### config.mk
export PLATFORM = sky130hd
export DESIGN_NAME = fsm_ctrl_n_flat
export DESIGN_NICKNAME = d
export VERILOG_FILES = /design/src/rtl/fsm_ctrl_n_pkg.sv /design/src/rtl/fsm_ctrl_n_if.sv /design/src/rtl/fsm_ctrl_n_thr.sv /design/src/rtl/fsm_ctrl_n.sv /design/src/flat_wrapper.sv
export SDC_FILE = /design/constraint.sdc
export NUM_CORES = 1
export LEC_CHECK = 0
export CELL_PAD_IN_SITES_DETAIL_PLACEMENT = 0
export CELL_PAD_IN_SITES_GLOBAL_PLACEMENT = 1
export CORE_MARGIN = 4
export CORE_UTILIZATION = 30
export CTS_CLUSTER_DIAMETER = 60
export DETAILED_ROUTE_END_ITERATION = 16
export PLACE_DENSITY = 0.88
export RECOVER_POWER = 100
export SYNTH_ARGS = -nofsm -noshare
export SYNTH_HDL_FRONTEND = slang
export SYNTH_HIERARCHICAL = 1
export SYNTH_SLANG_ARGS = --single-unit
### constraint.sdc
create_clock -name clk -period 2.1 [get_ports clk]
set_input_delay 0.42 -clock clk [delete_from_list [all_inputs] [get_ports clk]]
set_output_delay 0.42 -clock clk [all_outputs]
set_load 0.01 [all_outputs]
### src/rtl/fsm_ctrl_n_pkg.sv
// fsm_ctrl_pkg: state indices, one-hot state constants, defaults.
// Shared by the fsm_ctrl_n top, its interface and threshold slice.
package fsm_ctrl_pkg;

  localparam int S_RESET    = 0;
  localparam int S_INIT     = 1;
  localparam int S_IDLE     = 2;
  localparam int S_ACTIVE   = 3;
  localparam int S_PAUSE    = 4;
  localparam int S_CONTINUE = 5;
  localparam int S_ERROR    = 6;
  localparam int NUM_STATES = 7;

  localparam int TH_HIGH_DEF_C = 6;
  localparam int TH_LOW_DEF_C  = 2;

  typedef logic [NUM_STATES-1:0] state_oh_t;

  localparam logic [6:0] ST_RESET    = 7'b0000001;
  localparam logic [6:0] ST_INIT     = 7'b0000010;
  localparam logic [6:0] ST_IDLE     = 7'b0000100;
  localparam logic [6:0] ST_ACTIVE   = 7'b0001000;
  localparam logic [6:0] ST_PAUSE    = 7'b0010000;
  localparam logic [6:0] ST_CONTINUE = 7'b0100000;
  localparam logic [6:0] ST_ERROR    = 7'b1000000;

endpackage

### src/rtl/fsm_ctrl_n_if.sv
// fsm_ctrl_n_if: FIFO status, config load and control outputs.
// master = FIFO bank / host side, slave = controller.
interface fsm_ctrl_n_if #(
  parameter int NUM_FIFOS = 4,
  parameter int CNT_W     = 4,
  parameter int ARB_W     = 3
);
  logic                       init;
  logic [NUM_FIFOS-1:0]       fifo_empty;
  logic [NUM_FIFOS-1:0]       fifo_full;
  logic [NUM_FIFOS-1:0]       fifo_wr;
  logic [NUM_FIFOS-1:0]       fifo_rd;
  logic [NUM_FIFOS*CNT_W-1:0] fifo_count;
  logic [CNT_W-1:0]           th_high_in;
  logic [CNT_W-1:0]           th_low_in;
  logic [NUM_FIFOS*ARB_W-1:0] arb_w_in;
  logic [CNT_W-1:0]           th_high;
  logic [CNT_W-1:0]           th_low;
  logic [NUM_FIFOS*ARB_W-1:0] arb_w;
  logic [6:0]                 state_o;
  logic                       idle;
  logic [NUM_FIFOS-1:0]       pause_o;
  logic [NUM_FIFOS-1:0]       continue_o;
  logic [NUM_FIFOS-1:0]       error_full;
  logic                       cfg_invalid;

  modport master (
    output init, fifo_empty, fifo_full,
    output fifo_wr, fifo_rd, fifo_count,
    output th_high_in, th_low_in, arb_w_in,
    input  th_high, th_low, arb_w,
    input  state_o, idle, pause_o,
    input  continue_o, error_full,
    input  cfg_invalid
  );

  modport slave (
    input  init, fifo_empty, fifo_full,
    input  fifo_wr, fifo_rd, fifo_count,
    input  th_high_in, th_low_in, arb_w_in,
    output th_high, th_low, arb_w,
    output state_o, idle, pause_o,
    output continue_o, error_full,
    output cfg_invalid
  );
endinterface

### src/rtl/fsm_ctrl_n_thr.sv
// fsm_ctrl_thr: one channel's hysteresis compare and
// overflow detect; pure combinational.
module fsm_ctrl_thr #(
  parameter int CNT_W = 4
) (
  input  logic [CNT_W-1:0] count_i,
  input  logic [CNT_W-1:0] th_high_i,
  input  logic [CNT_W-1:0] th_low_i,
  input  logic             paused_i,
  input  logic             full_i,
  input  logic             wr_i,
  input  logic             rd_i,
  output logic             pause_ev_o,
  output logic             cont_ev_o,
  output logic             err_ev_o
);

  assign pause_ev_o = ~paused_i & (count_i >= th_high_i);
  assign cont_ev_o  =  paused_i & (count_i <= th_low_i);
  assign err_ev_o   = full_i & wr_i & ~rd_i;

endmodule

### src/rtl/fsm_ctrl_n.sv
// fsm_ctrl_n: config owner, pause/continue hysteresis FSM.
// `define FSM_ERR_RECOVER_EN lets init leave ERROR.
module fsm_ctrl_n
  import fsm_ctrl_pkg::*;
#(
  parameter int NUM_FIFOS   = 4,
  parameter int FIFO_DEPTH  = 8,
  parameter int CNT_W       = $clog2(FIFO_DEPTH+1),
  parameter int ARB_W       = 3,
  parameter int TH_HIGH_DEF = TH_HIGH_DEF_C,
  parameter int TH_LOW_DEF  = TH_LOW_DEF_C
) (
  input logic         clk,
  input logic         rst,
  fsm_ctrl_n_if.slave bus
);

  localparam int N  = NUM_FIFOS;
  localparam int AW = NUM_FIFOS*ARB_W;

  state_oh_t         state_q, state_d;
  logic [CNT_W-1:0]  th_high_q, th_high_d;
  logic [CNT_W-1:0]  th_low_q, th_low_d;
  logic [AW-1:0]     arb_w_q, arb_w_d;
  logic [N-1:0]      paused_q, paused_d;
  logic [N-1:0]      pmask_q, pmask_d;
  logic [N-1:0]      cmask_q, cmask_d;
  logic [N-1:0]      err_full_q, err_full_d;
  logic              cfg_inv_q, cfg_inv_d;

  logic [N-1:0]      pause_ev;
  logic [N-1:0]      cont_ev;
  logic [N-1:0]      err_ev;
  logic              err_any;
  logic              all_empty;
  logic              recover;

  for (genvar i = 0; i < N; i++) begin : g_thr
    fsm_ctrl_thr #(.CNT_W(CNT_W)) u_thr (
      .count_i    (bus.fifo_count[i*CNT_W +: CNT_W]),
      .th_high_i  (th_high_q),
      .th_low_i   (th_low_q),
      .paused_i   (paused_q[i]),
      .full_i     (bus.fifo_full[i]),
      .wr_i       (bus.fifo_wr[i]),
      .rd_i       (bus.fifo_rd[i]),
      .pause_ev_o (pause_ev[i]),
      .cont_ev_o  (cont_ev[i]),
      .err_ev_o   (err_ev[i])
    );
  end

  assign err_any   = |err_ev;
  assign all_empty = &bus.fifo_empty;

`ifdef FSM_ERR_RECOVER_EN
  assign recover = state_q[S_ERROR] & bus.init;
`else
  assign recover = 1'b0;
`endif

  // next-state: error, then init, then per-state move
  always_comb begin
    state_d = ST_RESET;
    if (state_q[S_ERROR]) begin
      state_d = recover ? ST_INIT : ST_ERROR;
    end else if (err_any) begin
      state_d = ST_ERROR;
    end else if (bus.init) begin
      state_d = ST_INIT;
    end else begin
      unique case (1'b1)
        state_q[S_RESET]:    state_d = ST_INIT;
        state_q[S_INIT]:     state_d = ST_IDLE;
        state_q[S_IDLE]:
          state_d = all_empty ? ST_IDLE : ST_ACTIVE;
        state_q[S_ACTIVE]: begin
          if (|pause_ev)     state_d = ST_PAUSE;
          else if (|cont_ev) state_d = ST_CONTINUE;
          else if (all_empty) state_d = ST_IDLE;
          else               state_d = ST_ACTIVE;
        end
        state_q[S_PAUSE]:    state_d = ST_ACTIVE;
        state_q[S_CONTINUE]: state_d = ST_ACTIVE;
        default:             state_d = ST_RESET;
      endcase
    end
  end

  // config load; an inverted threshold pair is dropped
  always_comb begin
    th_high_d = th_high_q;
    th_low_d  = th_low_q;
    arb_w_d   = arb_w_q;
    cfg_inv_d = 1'b0;
    if (state_q[S_INIT]) begin
      arb_w_d = bus.arb_w_in;
      if (bus.th_low_in >= bus.th_high_in) begin
        cfg_inv_d = 1'b1;
      end else begin
        th_high_d = bus.th_high_in;
        th_low_d  = bus.th_low_in;
      end
    end
  end

  // event masks, paused flags and sticky overflow
  always_comb begin
    pmask_d    = pmask_q;
    cmask_d    = cmask_q;
    paused_d   = paused_q;
    err_full_d = err_full_q;
    if (state_q[S_ACTIVE]) begin
      pmask_d = pause_ev;
      cmask_d = cont_ev;
    end
    if (state_q[S_INIT])
      paused_d = '0;
    else if (state_q[S_PAUSE])
      paused_d = paused_q | pmask_q;
    else if (state_q[S_CONTINUE])
      paused_d = paused_q & ~cmask_q;
    if (state_q[S_ERROR] || err_any)
      err_full_d = err_full_q | err_ev;
    if (recover) begin
      paused_d   = '0;
      err_full_d = '0;
    end
  end

  // state and datapath registers
  always_ff @(posedge clk or posedge rst) begin
    if (rst) begin
      state_q    <= ST_RESET;
      th_high_q  <= CNT_W'(TH_HIGH_DEF);
      th_low_q   <= CNT_W'(TH_LOW_DEF);
      arb_w_q    <= '0;
      paused_q   <= '0;
      pmask_q    <= '0;
      cmask_q    <= '0;
      err_full_q <= '0;
      cfg_inv_q  <= 1'b0;
    end else begin
      state_q    <= state_d;
      th_high_q  <= th_high_d;
      th_low_q   <= th_low_d;
      arb_w_q    <= arb_w_d;
      paused_q   <= paused_d;
      pmask_q    <= pmask_d;
      cmask_q    <= cmask_d;
      err_full_q <= err_full_d;
      cfg_inv_q  <= cfg_inv_d;
    end
  end

  assign bus.th_high     = th_high_q;
  assign bus.th_low      = th_low_q;
  assign bus.arb_w       = arb_w_q;
  assign bus.state_o     = state_q;
  assign bus.idle        = state_q[S_IDLE];
  assign bus.pause_o     = state_q[S_PAUSE] ? pmask_q : '0;
  assign bus.continue_o  =
    state_q[S_CONTINUE] ? cmask_q : '0;
  assign bus.error_full  = err_full_q;
  assign bus.cfg_invalid = cfg_inv_q;

endmodule
### src/flat_wrapper.sv
// flat-port wrapper written by rule: the top's interface ports become plain ports
module fsm_ctrl_n_flat import fsm_ctrl_pkg::*;
#(
  parameter int NUM_FIFOS   = 4,
  parameter int FIFO_DEPTH  = 8,
  parameter int CNT_W       = $clog2(FIFO_DEPTH+1),
  parameter int ARB_W       = 3,
  parameter int TH_HIGH_DEF = TH_HIGH_DEF_C,
  parameter int TH_LOW_DEF  = TH_LOW_DEF_C
)
  (clk, rst, bus_init, bus_fifo_empty, bus_fifo_full, bus_fifo_wr, bus_fifo_rd, bus_fifo_count, bus_th_high_in, bus_th_low_in, bus_arb_w_in, bus_th_high, bus_th_low, bus_arb_w, bus_state_o, bus_idle, bus_pause_o, bus_continue_o, bus_error_full, bus_cfg_invalid);
  fsm_ctrl_n_if #(.NUM_FIFOS(NUM_FIFOS), .CNT_W(CNT_W), .ARB_W(ARB_W)) bus_i ();
  input logic clk;
  input logic rst;
  input wire logic [$bits(bus_i.init)-1:0] bus_init;
  input wire logic [$bits(bus_i.fifo_empty)-1:0] bus_fifo_empty;
  input wire logic [$bits(bus_i.fifo_full)-1:0] bus_fifo_full;
  input wire logic [$bits(bus_i.fifo_wr)-1:0] bus_fifo_wr;
  input wire logic [$bits(bus_i.fifo_rd)-1:0] bus_fifo_rd;
  input wire logic [$bits(bus_i.fifo_count)-1:0] bus_fifo_count;
  input wire logic [$bits(bus_i.th_high_in)-1:0] bus_th_high_in;
  input wire logic [$bits(bus_i.th_low_in)-1:0] bus_th_low_in;
  input wire logic [$bits(bus_i.arb_w_in)-1:0] bus_arb_w_in;
  output wire logic [$bits(bus_i.th_high)-1:0] bus_th_high;
  output wire logic [$bits(bus_i.th_low)-1:0] bus_th_low;
  output wire logic [$bits(bus_i.arb_w)-1:0] bus_arb_w;
  output wire logic [$bits(bus_i.state_o)-1:0] bus_state_o;
  output wire logic [$bits(bus_i.idle)-1:0] bus_idle;
  output wire logic [$bits(bus_i.pause_o)-1:0] bus_pause_o;
  output wire logic [$bits(bus_i.continue_o)-1:0] bus_continue_o;
  output wire logic [$bits(bus_i.error_full)-1:0] bus_error_full;
  output wire logic [$bits(bus_i.cfg_invalid)-1:0] bus_cfg_invalid;
  assign bus_i.init = bus_init;
  assign bus_i.fifo_empty = bus_fifo_empty;
  assign bus_i.fifo_full = bus_fifo_full;
  assign bus_i.fifo_wr = bus_fifo_wr;
  assign bus_i.fifo_rd = bus_fifo_rd;
  assign bus_i.fifo_count = bus_fifo_count;
  assign bus_i.th_high_in = bus_th_high_in;
  assign bus_i.th_low_in = bus_th_low_in;
  assign bus_i.arb_w_in = bus_arb_w_in;
  assign bus_th_high = bus_i.th_high;
  assign bus_th_low = bus_i.th_low;
  assign bus_arb_w = bus_i.arb_w;
  assign bus_state_o = bus_i.state_o;
  assign bus_idle = bus_i.idle;
  assign bus_pause_o = bus_i.pause_o;
  assign bus_continue_o = bus_i.continue_o;
  assign bus_error_full = bus_i.error_full;
  assign bus_cfg_invalid = bus_i.cfg_invalid;
  fsm_ctrl_n #(.NUM_FIFOS(NUM_FIFOS), .FIFO_DEPTH(FIFO_DEPTH), .CNT_W(CNT_W), .ARB_W(ARB_W), .TH_HIGH_DEF(TH_HIGH_DEF), .TH_LOW_DEF(TH_LOW_DEF)) u_core (.clk(clk), .rst(rst), .bus(bus_i));
endmodule
==> impl_metrics.yaml <==
worst_setup_path:
  cp.arrival_ns: 2.51
  path_delay_family: "compound AO/OA/AOI/OAI gates"
  cp_max_fo: 3
  path_buf_inv: 3
  max_stage_delay_ns: 0.55
  critPathRequiredTime_ns: 2.33
  start_kind: "flop"
  path_class: "flop to flop"
  crit_chain: "buf_6 > buf_6 > inv_2 > ha_4 > o21ai_2 > a21oi_2 > o31a_1 > nor4_4 > a31oi_1 > a41o_1 > a21oi_2"
  cp.depth: 11
  reg2regPathDepth: 11
  cp-end-kind: "flop"
  critPathSlowestCell: "dfstp_2"
global_routing:
  gr-total-overflow: 0
  grt_first_pass_wirelength_um: 10960
  gr-usage-met3_pct: 3.823
  antenna_found_initial: 0
  grt_pass1_vias: 2291
  grt-busiest-layer: "met2"
  grt_max_degree: 28
  grt_usage_pct: 13.19
  use_met1_pct: 16.49
  met2_usage_pct: 22.74
routing:
  drc_errors: 0
  drtAntennaViolNets: 0
  dr.first_iter.drc_count: 42
  vias: 2325
  viasPerCell: 4.697
  firstDrtPassIters: 4
  drt-wirelength-per-cell_um: 14.35
  routed_wl_um: 7102
cells_and_area:
  register_area_um2: 1107
  fillCellCount: 846
  diodes: 0
  drive_gt1_share_pct: 26.36
  layout.nets: 477
  multi_input_area_um2: 1559
  final_area_um2: 4202
  area_growth_pct: 57.06
logic_synthesis:
  synth-seq-cells: 44
  synthCells: 263
  netlist_area_um2: 2675
  synth.top_cell.area_share_pct: 37.42
  synth_common_cells: "dfrtp_1, inv_1, ha_1, mux2_2, nor2_1"
  ys_types: 30
  synthesis.nets: 354
  synth_flop_cell: "dfrtp_1"
  synth-seq-area-share_pct: 41.35
  ys_warn_count: 6
  avgSynthCellArea_um2: 10.17
  ys_async_sr_fraction_pct: 100.0
  yosysMostFrequentCell: "dfrtp_1"
  synth_edf_count: 0
  yosysTopAreaCell: "dfrtp_1"
  synth_area_leaders: "dfrtp_1, ha_1, mux2_2, inv_1, dfstp_2"
clock_tree:
  cts_made_buffers: 5
  path_clk_slew_ns: 0.10
  htree_levels: 2
  clock_sinks: 44
  clock_latency_ns: 0.30
  tritoncts: "yes"
  ctsHoldBuffers: 0
  clk_path_buf_depth: 2
  cts_root_buffer: "clkbuf_8"
sta:
  fin_ws_ns: -0.1827
  skew_ns: 0.01557
  slew_headroom_pct: 54.45
  finalCriticalPeriod_ns: 2.283
  fmax_mhz: 438.1
  finalSetupViolCount: 3
  hold_viol_final: 0
  rsz0062_at_grt: "yes"
  tightest_slew_ns: 0.6832
  finalCritPeriodShare_pct: 108.7
  slew_violations: 0
min_path:
  whs_path_depth: 1
  hold_class: "flop to flop"
floorplan:
  ios: 96
  start_util_pct: 30.82
  coreArea_um2: 8678
  die-width_um: 102.4
  die_area_um2: 10490
  num_rows: 34
  die_y_um: 102.4
placement:
  finalWeightedCongestion: 0.8603
  hpwl_um: 5633
  io_buffers: 95
  dp_slack_ns: -0.5654
  place_area_um2: 3901
power:
  peakVddDrop_mv: 0.3440
  power_density_nw_per_um2: 596.1
  leakagePower_uw: 0.001848
status:
  status: "finished with violations"
  violations: "negative setup slack"
run:
  cap_violations: 0
-- logic make-up after synthesis --
kind of cell    count (synthesis)  share of synthesized area (%)
simple gates                   75                          14.83
mux                            28                          11.79
compound gates                 39                          9.168
buf+inv                        41                          6.033
flops                          44                          41.35
fa+ha+maj                      36                          16.84
-- placed cells by master, fill, tap and decap left out, drive strengths merged --
cell | netlist | layout
nor2b | 2 | 2
ha | 36 | 36
clkinvlp | 0 | 1
inv | 37 | 38
o21ai | 12 | 12
a31oi | 1 | 1
o31a | 4 | 4
and3b | 2 | 2
nor4 | 3 | 3
mux2 | 28 | 28
a41o | 1 | 1
a21oi | 16 | 16
nor2 | 26 | 26
dlymetal6s2s | 0 | 2
dlygate4sd2 | 0 | 4
buf | 4 | 23
o21ba | 1 | 1
nand2b | 13 | 13
dfrtp | 40 | 40
or2 | 4 | 4
and2 | 8 | 8
nand4 | 5 | 5
nor3 | 3 | 3
clkbuf | 0 | 7
dfstp | 4 | 4
dlygate4sd3 | 0 | 26
bufinv | 0 | 1
clkdlybuf4s50 | 0 | 63
nand2 | 9 | 9
o22ai | 4 | 4
-- final timing paths --
check                                         startpoint                       end  slack (ns)
max in group asynchronous                            rst         u_core/pmask_q[2]        0.32
worst min-delay path            u_core/bus.error_full[0]  u_core/bus.error_full[0]        0.47
worst max register to register     u_core/bus.th_high[1]     u_core/bus.state_o[3]       -0.18
worst min register to register  u_core/bus.error_full[0]  u_core/bus.error_full[0]        0.47
min in group asynchronous                            rst       u_core/bus.arb_w[8]        0.66
worst max-delay path               u_core/bus.th_high[1]     u_core/bus.state_o[3]       -0.18
-- state kept, by name (all words and copies together) (netlist names) --
signal and cells:
u_core/bus.arb_w 12, u_core/bus.cfg_invalid 1, u_core/bus.error_full 4, u_core/bus.state_o 7, u_core/bus.th_high 4, u_core/bus.th_low 4, u_core/cmask_q 4, u_core/paused_q 4
u_core/pmask_q 4
-- cell type report --
class                   count  area share (%)
repair buffers            120           27.22
inverters                  37           3.365
clock inverters             3           1.102
well taps                 108           3.216
multi-input cells         178           37.11
clock buffers               5           1.638
flip-flops and latches     44           26.35
-- repair_timing --
item	4_1_cts	5_1_grt
resized for setup	12	27
endpoints found under the setup margin	4	11
setup buffers	2	3
pin swaps	13	18
-- per-stage QoR --
step / power, uW / hold slack [ns] / utilization, % / std cells / setup TNS, ns
2_1_floorplan: 1356 / 0.4586 / - / 263 / -0.03154
3_3_place_gp: 1731 / 0.4503 / 44.95 / 482 / -3.444
3_5_place_dp: 1757 / 0.4548 / 44.95 / 482 / -3.819
4_1_cts: 2472 / 0.4551 / 46.86 / 492 / -0.2111
5_1_grt: 2677 / 0.4946 / 48.41 / 495 / -0.4371
6_report: 2505 / 0.4669 / 48.41 / 495 / -0.2510
-- where the power goes --
group / internal, uW / total [uW] / switching, uW / leakage (uW)
clock network: 359 / 671 / 312 / 0.0000548
registers: 925 / 992 / 67.1 / 0.000554
logic: 477 / 842 / 365 / 0.00124
total: 1760 / 2500 / 744 / 0.00185
-- per-layer routing --
metal,wire length (um),vias to the layer above
li1,-,1138
met1,2883,1129
met2,3771,52
met3,422,6
met4,25,0
met5,0,-
-- worst register-to-register path: stages (launching register included) --
cell     delay (ns)
dfstp_2        0.55
buf_6          0.12
buf_6          0.09
inv_2          0.03
ha_4           0.20
o21ai_2        0.14
a21oi_2        0.05
o31a_1         0.33
nor4_4         0.19
a31oi_1        0.15
a41o_1         0.24
a21oi_2        0.15
No activity file was read; power rests on OpenSTA's default activity.
